==> src/rtl/lru8_victim_alloc.sv <==
// lru8_victim_alloc: per-set true-LRU age store for an 8-way array.
// Each set keeps one age per way, and the ages always form a permutation of 0..WAYS-1.
// Age 0 is MRU and age WAYS-1 is LRU. Hits touch a way. Victim requests pick
// the lowest invalid way (or the LRU way) and touch it in the same cycle.
//
// Handshake: a request transfers on a clock edge where req_valid & req_ready.
// A result transfers on an edge where vic_valid & vic_ready. vic_* hold steady
// while vic_valid & ~vic_ready. req_ready = RUN & (~vic_valid | vic_ready),
// which allows one request per cycle when the consumer is always ready.
module lru8_victim_alloc #(
    parameter int WAYS_LOG = 3,
    parameter int SETS_LOG = 4
) (
    input  logic                       clk,
    input  logic                       rst,
    input  logic                       hit_en,
    input  logic [SETS_LOG-1:0]        hit_set,
    input  logic [WAYS_LOG-1:0]        hit_way,
    input  logic                       req_valid,
    output logic                       req_ready,
    input  logic [SETS_LOG-1:0]        req_set,
    input  logic [(1<<WAYS_LOG)-1:0]   req_inval,
    output logic                       vic_valid,
    input  logic                       vic_ready,
    output logic [WAYS_LOG-1:0]        vic_way,
    output logic [SETS_LOG-1:0]        vic_set,
    output logic                       init_busy
);

    localparam int WAYS  = 1 << WAYS_LOG;
    localparam int NSETS = 1 << SETS_LOG;

    typedef logic [WAYS_LOG-1:0] age_t;
    typedef logic [WAYS-1:0][WAYS_LOG-1:0] set_ages_t;
    typedef enum logic {S_INIT, S_RUN} state_t;

    state_t              state_q;
    logic [SETS_LOG-1:0] init_cnt_q;
    logic                vic_valid_q;
    logic [WAYS_LOG-1:0] vic_way_q;
    logic [SETS_LOG-1:0] vic_set_q;

    set_ages_t ages_q [NSETS];
    set_ages_t ages_d [NSETS];

    logic      run;
    logic      hit_act;
    logic      req_fire;
    set_ages_t req_base;
    set_ages_t ident;
    age_t      victim;

    // Touched way becomes MRU; every way younger than it ages by one.
    // Ages only increment when below the touched age, so nothing can wrap.
    function automatic set_ages_t touch(input set_ages_t cur, input age_t way);
        set_ages_t nxt;
        age_t      a;
        a   = cur[way];
        nxt = cur;
        for (int k = 0; k < WAYS; k++) begin
            if (cur[k] < a) begin
                nxt[k] = cur[k] + age_t'(1);
            end
        end
        nxt[way] = '0;
        return nxt;
    endfunction

    assign run       = (state_q == S_RUN);
    assign req_ready = run & (~vic_valid_q | vic_ready);
    assign hit_act   = run & hit_en;
    assign req_fire  = req_valid & req_ready;
    assign init_busy = (state_q == S_INIT);
    assign vic_valid = vic_valid_q;
    assign vic_way   = vic_way_q;
    assign vic_set   = vic_set_q;

    // Victim selection uses the request set's ages after any same-cycle hit to that set.
    always_comb begin
        req_base = ages_q[req_set];
        if (hit_act && (hit_set == req_set)) begin
            req_base = touch(ages_q[hit_set], hit_way);
        end
        victim = '0;
        if (|req_inval) begin
            // Scan downward so the lowest-index invalid way wins.
            for (int k = WAYS - 1; k >= 0; k--) begin
                if (req_inval[k]) begin
                    victim = age_t'(k);
                end
            end
        end else begin
            for (int k = 0; k < WAYS; k++) begin
                if (req_base[k] == age_t'(WAYS - 1)) begin
                    victim = age_t'(k);
                end
            end
        end
    end

    // Next ages: the init pattern during INIT; otherwise the hit touch, then the allocation touch.
    always_comb begin
        for (int k = 0; k < WAYS; k++) begin
            ident[k] = age_t'(k);
        end
        for (int s = 0; s < NSETS; s++) begin
            ages_d[s] = ages_q[s];
        end
        if (!run) begin
            ages_d[init_cnt_q] = ident;
        end else begin
            if (hit_act) begin
                ages_d[hit_set] = touch(ages_q[hit_set], hit_way);
            end
            // For a same-set hit, req_base already includes the hit, so this write supersedes it.
            if (req_fire) begin
                ages_d[req_set] = touch(req_base, victim);
            end
        end
    end

    // Age storage. INIT rewrites every set after reset, so the array itself needs no reset.
    always_ff @(posedge clk) begin
        if (!rst) begin
            for (int s = 0; s < NSETS; s++) begin
                ages_q[s] <= ages_d[s];
            end
        end
    end

    // INIT/RUN control FSM with the registered victim result.
    always_ff @(posedge clk) begin
        if (rst) begin
            state_q     <= S_INIT;
            init_cnt_q  <= '0;
            vic_valid_q <= 1'b0;
            vic_way_q   <= '0;
            vic_set_q   <= '0;
        end else begin
            case (state_q)
                S_INIT: begin
                    init_cnt_q <= init_cnt_q + SETS_LOG'(1);
                    if (init_cnt_q == SETS_LOG'(NSETS - 1)) begin
                        state_q <= S_RUN;
                    end
                end
                S_RUN: begin
                    if (req_fire) begin
                        vic_valid_q <= 1'b1;
                        vic_way_q   <= victim;
                        vic_set_q   <= req_set;
                    end else if (vic_ready) begin
                        vic_valid_q <= 1'b0;
                    end
                end
                default: begin
                    state_q <= S_INIT;
                end
            endcase
        end
    end

endmodule

==> config.mk <==
export PLATFORM = sky130hd
export DESIGN_NAME = lru8_victim_alloc
export DESIGN_NICKNAME = d
export VERILOG_FILES = /design/src/rtl/lru8_victim_alloc.sv
export SDC_FILE = /design/constraint.sdc
export NUM_CORES = 2
export LEC_CHECK = 0
export BUFFER_PORTS_ARGS = -buffer_cell sky130_fd_sc_hd__buf_4
export CELL_PAD_IN_SITES_DETAIL_PLACEMENT = 0
export CELL_PAD_IN_SITES_GLOBAL_PLACEMENT = 1
export CORE_UTILIZATION = 47
export DETAILED_ROUTE_END_ITERATION = 7
export PLACE_DENSITY = 0.81
export SYNTH_ARGS = -nofsm -noshare
export SYNTH_HDL_FRONTEND = slang
export SYNTH_SLANG_ARGS = --single-unit
==> constraint.sdc <==
create_clock -name clk -period 12.36 [get_ports clk]
set_input_delay 1.236 -clock clk [delete_from_list [all_inputs] [get_ports clk]]
set_output_delay 1.236 -clock clk [all_outputs]
set_load 0.02 [all_outputs]
==> impl_metrics.yaml <==
sta:
  max_freq_mhz: 91.5
  rsz0062_at_grt: "no"
  fin_skew_ns: 0.0328
  worst_hold_slack_ns: 0.464
  tightestPinTransition_ns: 1.33
  finalCritPeriodShare: 0.884
  relSlewSlack: 0.109
  tns_ns: 0
  period_minus_slack_ns: 10.93
  slew_violations: 0
  hold_viol: 0
  setup_violations: 0
logic_synthesis:
  synth_edf_count: 384
  synth_top_area_share: 0.381
  synth_common_cells: "384 x edfxtp_1, 371 x nand2_1, 267 x nor2_1"
  netlist_area_um2: 30200
  synth_most_common_cell: "edfxtp_1"
  syn_area_per_cell_um2: 10.2
  syn_inst: 2954
  synth_area_leaders: "edfxtp_1 38%, mux4_2 15%, o311ai_0 4.8%, nand2_1 4.6%, a311oi_1 3.9%"
  netlist-cell-type-count: 97
  ys_warn_count: 0
  ys.flop_type: "edfxtp_1"
  syn-num-nets: 3029
  ys_seq_area_frac: 0.390
  yosysTopAreaCell: "edfxtp_1"
  synth_seq_cells: 397
  synth-async-reset-ratio: 0
place:
  io_buffers: 33
  gp_congestion: 1.02
  placed_area_um2: 31100
  dp_hpwl_mm: 85.9
drt:
  via_count: 28900
  viasPerCell: 7.80
  avgRoutedWirePerCell_um: 34.2
  finalWirelength_mm: 127
  drc_errors: 0
  firstDrtPassIters: 7
  postRouteAntennaNets: 0
  drtIter0Drc: 4916
floorplanning:
  io_pins: 34
  die_y_um: 256
  die_area_um2: 65400
  rows: 92
  start_util: 0.478
  die_w_um: 256
  core_um2: 63300
power:
  ir_worst_vdd_mv: 0.0974
  leakagePower_nw: 10.7
  net-switching-power_mw: 1.85
  seqPwrFrac: 0.348
  clkPwrFrac: 0.308
  power_density_nw_per_um2: 145
  p_int_mw: 2.90
  p_sw_frac: 0.389
  p_comb_frac: 0.344
setup_path:
  critPathSlowestCell: "o41ai_4"
  path_class: "in2reg"
  endpoint_kind: "flop"
  rrSetupSlack_ns: 2.63
  critical_path.startpoint: "hit_set[1]"
  required_ns: 12.66
  cpPeakStageDelay_ns: 0.91
  critPathTopFamily: "compound AO/OA/AOI/OAI gates"
  crit_arrival_ns: 11.22
  crit_fanout: 77
  r2r-start: "ages_q[10][1]"
  critPathLaunchType: "primary input"
  cp_num_buf_inv: 4
global_route:
  grt_pass1_vias: 26900
  antenna_found_initial: 7
  grt_max_degree: 99
  overflow: 0
  grt_usage: 0.377
  grt_pass1_wl_mm: 184
clock_network:
  clock-sinks: 397
  postCtsSetupRepairBufs: 0
  cts_hold_buf: 0
  clk_latency_ns: 0.62
  clockBufferDepth: 3
  ctsHtreeMaxLevel: 2
  cts-resized-gates: 0
  cts_made_buffers: 47
  cts_tree: "yes"
  cts-root-buf: "clkbuf_16"
  path_clk_slew_ns: 0.06
worst_hold_path:
  hp-class: "reg2reg"
  worstHoldStart: "vic_set[2]"
layout:
  fin_nets: 2890
  drive_gt1_frac: 0.167
  final_area_um2: 32600
  areaGrowthSynthToFinish_pct: 7.93
status:
  status: "finished, final reports clean"
flow_run:
  maxCapViolCount: 0
-- metal layers --
layer	GRT usage	wire [um]
met1	0.498	44200
met4	0.172	6830
met5	0	51
met2	0.557	54200
met3	0.134	21200
-- sequential cells by signal, summed over array words and instances (netlist names) --
register / flops
vic_way: 3
vic_set: 4
run: 1
vic_valid: 1
ages_q: 384
init_cnt_q: 4
-- path summary, 6_finish.rpt --
path,to,cells past startpoint
max,ages_q[11][23],31
min,vic_set[2],2
max reg2reg,ages_q[11][23],30
min reg2reg,vic_set[2],2
-- power by group through the flow --
stage	Clock, mW	Sequential, mW	Combinational [mW]
floorplan	0	1.66	1.02
global placement	0	1.66	1.53
detailed placement	0	1.67	1.55
CTS	1.45	1.64	1.56
global route	1.50	1.66	1.69
finish	1.46	1.65	1.63
-- worst min-delay path, cell delays in order (launching register included) --
cell and delay, ns:
dfxtp_1 0.31, nand2_1 0.05, a21oi_1 0.05
-- cell families (layout without fill, tap and decap cells) --
group,after synthesis,after routing,synth area share
mux,264,264,0.174
flops,397,397,0.390
simple gates,839,839,0.121
xor+xnor,15,15,0.00434
buf+inv,344,244,0.0472
other cells,0,2,0
fa+ha+maj,53,53,0.0218
compound gates,1042,1042,0.241
-- cells in the final DEF (no fill, tap or decap), drive strengths merged, types with 31 or more instances in the layout --
cell    instances
inv            35
mux2i          45
buf           122
nand3          41
o311ai        168
a31oi          38
clkbuf         58
a221oi         45
and2           33
mux4          208
a22oi          53
a21oi         221
nor3           31
nand2         372
o21ai         242
edfxtp        384
ha             51
nor2          269
a311oi        135
-- metrics by stage --
stage	cells	setup slack [ns]	utilization	total power, mW
floorplan	2954	2.31	-	2.68
global placement	3612	1.31	0.491	3.19
detailed placement	3612	1.13	0.491	3.22
CTS	3700	1.77	0.515	4.65
global route	3700	1.04	0.515	4.85
finish	3702	1.43	0.516	4.74
-- final cells by class --
cell class / instances / area (um^2)
Multi-Input combinational cell: 2213 / 17100
Tap cell: 846 / 1060
Inverter: 34 / 135
Fill cell: 5600 / 30700
Clock buffer: 58 / 1280
Timing Repair Buffer: 122 / 952
Clock inverter: 30 / 282
Antenna cell: 2 / 5.00
Sequential cell: 397 / 11800
No activity file was read; power rests on OpenSTA's default activity.
